==> config.mk <==
export PLATFORM = sky130hd
export DESIGN_NAME = pingpong_weight_scheduler
export DESIGN_NICKNAME = d
export VERILOG_FILES = /design/src/rtl/pingpong_weight_scheduler.sv
export SDC_FILE = /design/constraint.sdc
export NUM_CORES = 1
export LEC_CHECK = 0
export ABC_AREA = 1
export BUFFER_PORTS_ARGS = -buffer_cell sky130_fd_sc_hd__clkbuf_2
export CORE_MARGIN = 2
export CORE_UTILIZATION = 46
export DETAILED_ROUTE_END_ITERATION = 10
export MAX_ROUTING_LAYER = met4
export PLACE_DENSITY = 0.8
export SYNTH_ARGS = -nofsm -noshare
export SYNTH_HDL_FRONTEND = slang
export SYNTH_SLANG_ARGS = --single-unit
export TNS_END_PERCENT = 5
==> constraint.sdc <==
create_clock -name clk -period 1 [get_ports clk]
set_input_delay 0.2 -clock clk [delete_from_list [all_inputs] [get_ports clk]]
set_output_delay 0.2 -clock clk [all_outputs]
set_load 0.02 [all_outputs]
==> src/rtl/pingpong_weight_scheduler.sv <==
// rtl/pingpong_weight_scheduler.sv - ping-pong weight bank scheduler (optional PP_STALL_CNT_EN adds stall_cnt)
module pingpong_weight_scheduler #(
    parameter int ADDR_W = 4,
    parameter int RD_LAT = 1
) (
    input  logic              clk,
    input  logic              reset,
    input  logic              wr_valid,
    output logic              wr_ready,
    input  logic              rd_start,
    output logic              rd_busy,
    output logic              rd_done,
    output logic [1:0]        sram_we,
    output logic [ADDR_W-1:0] sram_waddr,
    output logic [1:0]        sram_re,
    output logic [ADDR_W-1:0] sram_raddr,
    output logic              mux_select,
    output logic              acc_clear,
    output logic              acc_en,
    output logic [1:0]        bank_full
`ifdef PP_STALL_CNT_EN
    ,
    output logic [15:0]       stall_cnt
`endif
);

    typedef enum logic [1:0] {B_EMPTY, B_FILLING, B_FULL, B_READING} bank_state_t;
    typedef enum logic [1:0] {RS_IDLE, RS_READ, RS_DRAIN} rd_state_t;

    localparam logic [ADDR_W-1:0] LAST_ADDR  = {ADDR_W{1'b1}};
    localparam int                DC_W       = (RD_LAT > 1) ? $clog2(RD_LAT) : 1;
    localparam logic [DC_W-1:0]   DRAIN_LAST = DC_W'(RD_LAT - 1);

    bank_state_t       bank_q [2];
    bank_state_t       bank_d [2];
    rd_state_t         rd_state_q, rd_state_d;
    logic              fbank_q, fbank_d;
    logic              rbank_q, rbank_d;
    logic [ADDR_W-1:0] fcount_q, fcount_d;
    logic [ADDR_W-1:0] rcount_q, rcount_d;
    logic              pending_q, pending_d;
    logic              re_active_q, re_active_d;
    logic              mux_q, mux_d;
    logic              rd_done_q, rd_done_d;
    logic [DC_W-1:0]   dcount_q, dcount_d;
    logic [RD_LAT-1:0] en_pipe_q, en_pipe_d;
    logic [RD_LAT-1:0] clr_pipe_q, clr_pipe_d;
    logic              wr_fire;

    assign wr_ready   = (bank_q[fbank_q] == B_EMPTY) || (bank_q[fbank_q] == B_FILLING);
    assign wr_fire    = wr_valid && wr_ready;
    assign sram_we    = wr_fire ? (fbank_q ? 2'b10 : 2'b01) : 2'b00;
    assign sram_waddr = fcount_q;
    assign sram_re    = re_active_q ? (rbank_q ? 2'b10 : 2'b01) : 2'b00;
    assign sram_raddr = rcount_q;
    assign mux_select = mux_q;
    assign acc_en     = en_pipe_q[RD_LAT-1];
    assign acc_clear  = clr_pipe_q[RD_LAT-1];
    assign rd_busy    = (rd_state_q != RS_IDLE);
    assign rd_done    = rd_done_q;
    assign bank_full  = {bank_q[1] == B_FULL, bank_q[0] == B_FULL};

    // next state for read FSM, bank ownership and fill pointer; read side first, fill side last (always different banks)
    always_comb begin
        bank_d[0]   = bank_q[0];
        bank_d[1]   = bank_q[1];
        fbank_d     = fbank_q;
        fcount_d    = fcount_q;
        rd_state_d  = rd_state_q;
        rbank_d     = rbank_q;
        rcount_d    = rcount_q;
        pending_d   = pending_q;
        re_active_d = re_active_q;
        mux_d       = mux_q;
        dcount_d    = dcount_q;
        rd_done_d   = 1'b0;
        en_pipe_d   = RD_LAT'({en_pipe_q, re_active_q});
        clr_pipe_d  = RD_LAT'({clr_pipe_q, re_active_q && (rcount_q == '0)});

        case (rd_state_q)
            RS_IDLE: begin
                if ((rd_start || pending_q) && (bank_q[rbank_q] == B_FULL)) begin
                    rd_state_d      = RS_READ;
                    bank_d[rbank_q] = B_READING;
                    rcount_d        = '0;
                    re_active_d     = 1'b1;
                    mux_d           = rbank_q;
                    pending_d       = 1'b0;
                end else if (rd_start) begin
                    pending_d = 1'b1;
                end
            end
            RS_READ: begin
                rcount_d = rcount_q + 1'b1;
                if (rcount_q == LAST_ADDR) begin
                    re_active_d = 1'b0;
                    dcount_d    = '0;
                    rd_state_d  = RS_DRAIN;
                end
            end
            RS_DRAIN: begin
                if (dcount_q == DRAIN_LAST) begin
                    rd_state_d      = RS_IDLE;
                    rd_done_d       = 1'b1;
                    bank_d[rbank_q] = B_EMPTY;
                    rbank_d         = ~rbank_q;
                end else begin
                    dcount_d = dcount_q + 1'b1;
                end
            end
            default: rd_state_d = RS_IDLE;
        endcase

        if (wr_fire) begin
            bank_d[fbank_q] = B_FILLING;
            fcount_d        = fcount_q + 1'b1;
            if (fcount_q == LAST_ADDR) begin
                bank_d[fbank_q] = B_FULL;
                fbank_d         = ~fbank_q;
            end
        end
    end

    // state registers, cleared asynchronously so a reset mid-pass drops everything at once
    always_ff @(posedge clk or posedge reset) begin
        if (reset) begin
            bank_q[0]   <= B_EMPTY;
            bank_q[1]   <= B_EMPTY;
            rd_state_q  <= RS_IDLE;
            fbank_q     <= 1'b0;
            rbank_q     <= 1'b0;
            fcount_q    <= '0;
            rcount_q    <= '0;
            pending_q   <= 1'b0;
            re_active_q <= 1'b0;
            mux_q       <= 1'b0;
            rd_done_q   <= 1'b0;
            dcount_q    <= '0;
            en_pipe_q   <= '0;
            clr_pipe_q  <= '0;
        end else begin
            bank_q[0]   <= bank_d[0];
            bank_q[1]   <= bank_d[1];
            rd_state_q  <= rd_state_d;
            fbank_q     <= fbank_d;
            rbank_q     <= rbank_d;
            fcount_q    <= fcount_d;
            rcount_q    <= rcount_d;
            pending_q   <= pending_d;
            re_active_q <= re_active_d;
            mux_q       <= mux_d;
            rd_done_q   <= rd_done_d;
            dcount_q    <= dcount_d;
            en_pipe_q   <= en_pipe_d;
            clr_pipe_q  <= clr_pipe_d;
        end
    end

`ifdef PP_STALL_CNT_EN
    logic [15:0] stall_q, stall_d;

    assign stall_cnt = stall_q;

    // count cycles a read request waits on a bank that is not yet full, saturating
    always_comb begin
        stall_d = stall_q;
        if ((rd_state_q == RS_IDLE) && (pending_q || rd_start) &&
            (bank_q[rbank_q] != B_FULL) && (stall_q != 16'hFFFF)) begin
            stall_d = stall_q + 16'd1;
        end
    end

    // stall counter register
    always_ff @(posedge clk or posedge reset) begin
        if (reset) begin
            stall_q <= '0;
        end else begin
            stall_q <= stall_d;
        end
    end
`endif

endmodule

# --- Word-level counts from Yosys, hierarchy flattened ---
# Cells that the tools add are included.
# Widths: inputs -> output; s select.
totals:
  register_bits: 23
  input_bits: 4
  output_inout_bits: 20
  elab_cells: 102
classes:
  n_addsub: 3
  n_lt_le_gt_ge: 4
  n_eq_ne: 11
  muxes: 34
  n_bitwise: 14
  n_reduce_logical: 22
op_table:
  columns: ["cell", "n"]
  rows:
  - ["$mux 2", 15]
  - ["$mux 4", 5]
  - ["$pmux 4 s2", 2]
  - ["$reduce_and 2->1", 6]
  - ["$add 4x1->4 const B", 2]
  - ["$eq 2x2->1 const B", 4]
  - ["$eq 4x4->1 const B", 2]
  - ["$reduce_bool 2->1", 4]
  - ["$mux 1", 7]
  - ["$ne 2x2->1 const B", 3]
  - ["$pmux 2 s3", 1]
  - ["$reduce_and 3->1", 2]
  - ["$logic_and 1x1->1", 5]
  - ["$and 2x2->2", 2]
  - ["$and 4x4->4", 1]
  - ["$demux 2 s1", 2]
  - ["$eq 2x1->1 const B", 2]
  - ["$ge 2x2->1 const B", 2]
  - ["$logic_not 2->1", 2]
  - ["$logic_not 4->1", 1]
  - ["$lt 2x1->1 const B", 2]
  - ["$not 1->2", 2]
  - ["$not 2->2", 2]
  - ["$not 4->4", 1]
  - ["other kinds (6)", 11]

# --- Longest topological paths before layout ---
# Gate-level depths: netlist (run 1).
logic_depth:
  word_depth: 13
  depth_mapped: 7

# --- Worst setup path before layout (run 1) ---
# No wires, ideal clock.
synth_timing:
  kind: "register to register"
  start: "reg fcount_q[0] (netlist: sram_waddr[0])"
  end: "reg bank_q[2] (netlist bit)"
  setup_ns: 0.124
  arrival_ns: 1.091
  t_required_ns: 0.876
  slack_ns: -0.215
  stages_incl_launch_ff: 6
  synth_period_minus_slack_ns: 1.215
  path_cell_list: "dfrtp_1 ha_1 inv_1 nor2_1 nand2_1 a21boi_1"
synth_lines:
  columns: ["item", "line", "source"]
  rows:
  - ["start: declaration", "39", "logic [ADDR_W-1:0] fcount_q, fcount_d;"]
  - ["start signal: assignment", "147", "fcount_q <= fcount_d;"]
  - ["end: declaration", "34", "bank_state_t bank_q [2];"]

# --- Worst setup path in the final report (run 1) ---
layout_timing:
  start: "reg rd_state_q[1]"
  end: "out rd_busy"
layout_via:
  elab_chain_len: 1
layout_lines:
  columns: ["item", "line", "source"]
  rows:
  - ["start: declaration", "36", "rd_state_t rd_state_q, rd_state_d;"]
  - ["start signal: assignment", "144", "rd_state_q <= rd_state_d;"]
  - ["$reduce_bool 2->1", "59", "assign rd_busy = (rd_state_q != RS_IDLE);"]
  - ["end: declaration", "11", "output logic rd_busy,"]
# Every way passes these cells.

==> flow_summary.json, run 1 <==
{
  "powerDensity_mw_per_mm2": 1880,
  "synth-edff-count": 0,
  "design_area_mm2": 0.00158,
  "hpwl_um": 1670,
  "endpoint_kind": "output pin",
  "coreArea_mm2": 0.00217,
  "avgSynthCellArea_um2": 8.70,
  "r2r_slack_ns": -0.15,
  "drive_gt1_share_pct": 50.3,
  "diodes": 0,
  "startpoint_type": "flip-flop",
  "wl_per_cell_um": 12.7,
  "post-route-min-period_ns": 1.34,
  "track_usage_pct": 19.2,
  "nets": 175,
  "timing.rr.start": "fbank_q$_DFFE_PP0P_",
  "p_leak_nw": 0.828,
  "relSlewSlack_pct": 81.8,
  "crit_fanout": 3,
  "globalRoute.busiestLayer": "met2",
  "cts_buffers": 3,
  "cts_tree": "yes",
  "ir_worst_vdd_v": 0.00175,
  "fill_cells": 153,
  "wl_um": 2490,
  "setup_violations": 37,
  "grt_pass1_wl_um": 3680,
  "violations": "setup timing",
  "holdCritStartpoint": "wr_valid",
  "fin_util_pct": 72.7,
  "dp_slack_ns": -0.114,
  "fmax_mhz": 749,
  "rsz0062_at_grt": "yes",
  "insertion_delay_ns": 0.30,
  "use_met2_pct": 33.1,
  "cap_violations": 0,
  "syn_to_final_growth_pct": 52.5,
  "hold_violations": 0,
  "clock-sinks": 22,
  "cp.required_ns": 0.80,
  "status": "finished with violations",
  "cts_root_buffer": "clkbuf_4",
  "antenna_found_initial": 0,
  "layout_commonest_cell": "nand2_1",
  "synth-async-reset-ratio_pct": 100,
  "path_buf_inv": 3,
  "initial_utilization_pct": 47.7,
  "cp_top_family": "flip-flops",
  "grt_max_degree": 23,
  "io_buffer_count": 23,
  "critPathMaxStageDelay_ns": 0.39,
  "clkSlewWorstSetupHoldPaths_ns": 0.12,
  "clockBufferDepth": 2,
  "slowest_stage": "dfrtp_1",
  "placed_area_mm2": 0.00135,
  "final_cell_mix": "27 x nand2_1, 17 x buf_4, 15 x dfrtp_1, 11 x inv_1, 10 x clkbuf_2",
  "ant_nets": 0,
  "io_pins": 24,
  "ff2ff_path_depth": 7,
  "cp.arrival_ns": 1.14,
  "synthesis.nets": 126,
  "grt_pass1_vias": 881,
  "hold_path_depth": 5,
  "die_width_um": 51.4,
  "tightest_slew_ns": 0.273,
  "use_met1_pct": 23.4,
  "placementRows": 17,
  "fin_worst_skew_ns": 0.000847,
  "ys_seq_area_share_pct": 53.2,
  "overflow": 0,
  "cts.htree.levels": 1,
  "crit_type": "flip-flop to output pin",
  "die_area_mm2": 0.00265,
  "hold_path.class": "primary input to flip-flop",
  "hold-worst-slack_ns": 0.311,
  "dr.pass1.iters": 4,
  "ys_types": 20,
  "syn-instance-count": 119,
  "dieHeight_um": 51.4,
  "drt_iter0_markers": 29,
  "num_vias": 957,
  "fin_crit_sh_pct": 134,
  "vias_per_cell": 4.91,
  "slew_violations": 0,
  "fin_ws_ns": -0.335,
  "netlist_area_mm2": 0.00103,
  "setup_tns_ns": -5.65,
  "yosysWarnings": 0,
  "whs_endpoint": "bank_q[0]$_DFF_PP0_",
  "routabilityCongestion": 0.825,
  "reg2reg_to": "bank_q[2]$_DFF_PP0_",
  "ys_seq_elements": 22,
  "path_cells": "inv_2 > nand2_4 > buf_4 > clkbuf_2",
  "grt_use_met3_pct": 1.75,
  "drc": 0,
  "ys.flop_type": "dfrtp_1"
}
-- layer usage --
metal  share of wire [%]  routed length (µm)
met1                  41                1030
met2                  53                1310
met3                 4.1                 101
met4                 1.8                  45
met5                   0                   0
-- kinds of logic after synthesis --
logic type               after synthesis  share of synthesized area (%)
AND/OR/NAND/NOR                       60                           27.8
XOR/XNOR                               3                           2.54
flip-flops                            22                           53.2
AO/OA/AOI/OAI                         11                           5.56
buffers and inverters                 20                           7.25
adder cells (fa/ha/maj)                3                           3.63
-- repair_timing --
| action | 4_1_cts | 5_1_grt |
|---|---|---|
| endpoints found under the hold margin | 22 | 0 |
| hold buffers | 1 | 0 |
| endpoints found under the setup margin | 36 | 37 |
| pin swaps | 5 | 7 |
| buffers inserted | 0 | 5 |
| resized for setup | 24 | 27 |
-- synthesized netlist by cell type, types with 2 or more instances --
cell / count / area share [%]
a21oi_1: 3 / 1.5
dfrtp_1: 22 / 53
ha_1: 3 / 3.6
inv_1: 17 / 6.2
inv_2: 3 / 1.1
nand2_1: 28 / 10
nand2_2: 3 / 1.8
nand2_4: 2 / 2.2
nand3_1: 10 / 4.8
nor2_1: 9 / 3.3
nor2_2: 4 / 2.4
o21ai_0: 4 / 1.9
o21ai_1: 3 / 1.5
xor2_1: 2 / 1.7
-- area by class of cell --
type	instances	area (µm²)	area share (%)
timing repair buffer	44	368	23.3
tap	28	35.0	2.22
multi-input combinational	77	502	31.8
sequential	22	559	35.4
inverter	20	77.6	4.92
clock buffer	4	36.3	2.30
-- state kept, by name, indices dropped and copies added (netlist names) --
signal / cells
mux_select: 1
sram_raddr: 4
rd_done: 1
pending_q: 1
acc_en: 1
fbank_q: 1
acc_clear: 1
rbank_q: 1
en_pipe_d: 1
bank_q: 4
sram_waddr: 4
rd_state_q: 2
-- report_power, final --
group          switching (mW)  leakage [nW]  total [mW]  internal (mW)
Sequential             0.0939         0.262        1.12           1.03
Clock                   0.257        0.0210       0.479          0.222
Combinational           0.700         0.545        1.36          0.657
-- worst min-delay path, cell delays in order --
cell,delay [ns]
clkbuf_2,0.13
nand3_4,0.11
nor2_1,0.06
inv_1,0.05
nand2_1,0.04
-- per-stage QoR --
stage,cells,power [mW]
2_1_floorplan,119,1.74
3_3_place_gp,185,2.07
3_5_place_dp,185,2.12
4_1_cts,190,2.73
5_1_grt,195,3.14
6_report,195,2.96
-- worst max path at each step --
stage                                         start                         to  slack, ns  depth (start not counted)
after floorplan           sram_waddr[0]$_DFFE_PP0P_        bank_q[2]$_DFF_PP0_      -0.06                          5
after global placement    rd_state_q[0]$_DFFE_PP0P_      pending_q$_DFFE_PP0P_      -0.06                          6
after detailed placement  rd_state_q[0]$_DFFE_PP0P_  sram_raddr[1]$_DFFE_PP0P_      -0.11                          6
after CTS                       fbank_q$_DFFE_PP0P_                 sram_we[0]      -0.38                          4
after global routing            bank_q[3]$_DFF_PP0_                 sram_we[0]      -0.41                          4
final                     rd_state_q[1]$_DFFE_PP0P_                    rd_busy      -0.34                          4
Note: power is estimated with default switching activity, not from simulation.
==> inputs of run 2 (changes only) <==
--- a/config.mk
+++ b/config.mk
@@ -9,7 +9,9 @@
 export BUFFER_PORTS_ARGS = -buffer_cell sky130_fd_sc_hd__clkbuf_2
+export CELL_PAD_IN_SITES_DETAIL_PLACEMENT = 1
+export CELL_PAD_IN_SITES_GLOBAL_PLACEMENT = 1
 export CORE_MARGIN = 2
-export CORE_UTILIZATION = 46
+export CORE_UTILIZATION = 34
 export DETAILED_ROUTE_END_ITERATION = 10
 export MAX_ROUTING_LAYER = met4
-export PLACE_DENSITY = 0.8
+export PLACE_DENSITY = 0.79
 export SYNTH_ARGS = -nofsm -noshare
==> constraint.sdc (replaced) <==
create_clock -name clk -period 1 [get_ports clk]
set_input_delay 0.05 -clock clk [delete_from_list [all_inputs] [get_ports clk]]
set_output_delay 0.05 -clock clk [all_outputs]
set_load 0.02 [all_outputs]
==> run 2 against run 1 <==
Effect of this change:
- the flow still finishes with violations (setup timing)
- register-to-register slack lost 0.06 ns
- via count shrank 0.10%
- worst setup slack gained 0.096 ns
- cell area grew 2.5%
- die area grew 32%
- sequential share of layout area shrank 0.85 points
- sequential cell count is the same
- final cell count grew 3.6%
- combinational power shrank 11%
- critical path type unchanged
- critical endpoint is now sram_we[0]
==> flow_summary.json, run 2 (synthesis results as in run 1) <==
{
  "status": "finished with violations",
  "violations": "setup timing",
  "cts_tree": "yes",
  "dieHeight_um": 59.2,
  "cp.required_ns": 0.95,
  "crit_fanout": 4,
  "tightest_slew_ns": 0.292,
  "cp.arrival_ns": 1.19,
  "grt_pass1_vias": 975,
  "drt_iter0_markers": 27,
  "syn_to_final_growth_pct": 56.2,
  "die_width_um": 59.2,
  "layout_commonest_cell": "nand2_1",
  "grt_pass1_wl_um": 4440,
  "clockBufferDepth": 2,
  "drive_gt1_share_pct": 53.3,
  "initial_utilization_pct": 34.7,
  "r2r_slack_ns": -0.21,
  "vias_per_cell": 4.73,
  "cts.htree.levels": 1,
  "path_cells": "inv_1 > nand2_2 > nor2_4 > buf_8",
  "clkSlewWorstSetupHoldPaths_ns": 0.12,
  "antenna_found_initial": 0,
  "drc": 0,
  "placementRows": 20,
  "nets": 177,
  "coreArea_mm2": 0.00298,
  "io_buffer_count": 23,
  "num_vias": 956,
  "endpoint_kind": "output pin",
  "setup_violations": 32,
  "fmax_mhz": 807,
  "insertion_delay_ns": 0.31,
  "final_cell_mix": "24 x nand2_1, 18 x buf_4, 15 x dfrtp_1, 12 x clkbuf_2, 11 x inv_1",
  "powerDensity_mw_per_mm2": 1780,
  "relSlewSlack_pct": 80.6,
  "post-route-min-period_ns": 1.24,
  "cts_root_buffer": "clkbuf_4",
  "design_area_mm2": 0.00162,
  "track_usage_pct": 17.6,
  "overflow": 0,
  "rsz0062_at_grt": "yes",
  "p_leak_nw": 0.824,
  "wl_per_cell_um": 13.9,
  "slowest_stage": "dfrtp_1",
  "die_area_mm2": 0.00350,
  "diodes": 0,
  "ant_nets": 0,
  "hold_path.class": "primary input to flip-flop",
  "routabilityCongestion": 0.708,
  "fin_worst_skew_ns": 0.00343,
  "startpoint_type": "flip-flop",
  "fin_ws_ns": -0.239,
  "crit_type": "flip-flop to output pin",
  "fill_cells": 344,
  "grt_max_degree": 23,
  "hold_violations": 0,
  "hpwl_um": 1940,
  "dr.pass1.iters": 4,
  "wl_um": 2800,
  "placed_area_mm2": 0.00138,
  "clock-sinks": 22,
  "cap_violations": 0,
  "fin_crit_sh_pct": 124,
  "critPathMaxStageDelay_ns": 0.44,
  "ir_worst_vdd_v": 0.000982,
  "io_pins": 24,
  "slew_violations": 0,
  "cts_buffers": 3,
  "setup_tns_ns": -3.83
}
-- run 2: changes by cell type in the layout (fill, tap and decap cells not counted), sizes merged --
cell,previous run,this run
clkbuf,15,17
-- run 2: repair_timing --
item                                   4_1_cts  5_1_grt
setup buffers                                1        3
pin swaps                                    4        6
cloned                                       0        0
endpoints found under the hold margin       22        0
setup endpoints to repair                   32       34
resized for setup                           25       26
hold buffers                                 1        0
-- run 2: worst max-delay path, delay by kind of cell (launching register included) --
family                 cells  cell delay (ns)
buffers and inverters      2             0.21
DFF                        1             0.44
and+or+nand+nor            2             0.23
-- run 2: cell type report --
cell class	instances	area [µm²]	area share (%)
flip-flops and latches	22	559	34.6
multi-input cells	77	505	31.3
repair buffers	46	399	24.7
inverters	20	75.1	4.64
well taps	33	41.3	2.55
clock buffers	4	36.3	2.24
-- run 2: report_power, final --
part / internal [mW] / switching, mW
logic: 0.588 / 0.622
clock network: 0.222 / 0.280
registers: 1.03 / 0.131
total: 1.84 / 1.03
-- run 2: final timing paths --
kind | from | cells past startpoint | end
min | wr_valid | 3 | sram_waddr[1]$_DFFE_PP0P_
min in group asynchronous | reset | 4 | sram_waddr[3]$_DFFE_PP0P_
max | fbank_q$_DFFE_PP0P_ | 4 | sram_we[0]
min reg2reg | mux_select$_DFFE_PP0P_ | 2 | mux_select$_DFFE_PP0P_
max in group asynchronous | reset | 4 | rbank_q$_DFFE_PP0P_
max reg2reg | bank_q[1]$_DFF_PP0_ | 8 | bank_q[0]$_DFF_PP0_
-- run 2: per-stage QoR --
stage          power [mW]  utilization [%]  std cells  hold slack, ns  setup WS [ns]
3_5_place_dp         2.15             46.2        193          0.0891         -0.150
3_3_place_gp         2.09             46.2        193          0.0827         -0.100
4_1_cts              2.83             51.7        199          0.0670         -0.253
6_report             2.87             54.3        202          0.0658         -0.239
2_1_floorplan        1.74                -        119          0.0389        -0.0574
5_1_grt              3.05             54.3        202          0.0860         -0.298
-- run 2: routing by layer --
layer | vias to the layer above | share of wire [%] | global-route usage [%]
li1 | 469 | - | -
met1 | 466 | 41 | 20.7
met2 | 17 | 56 | 30.2
met3 | 4 | 1.6 | 1.53
met4 | 0 | 1.4 | 8.44
met5 | - | 0 | -
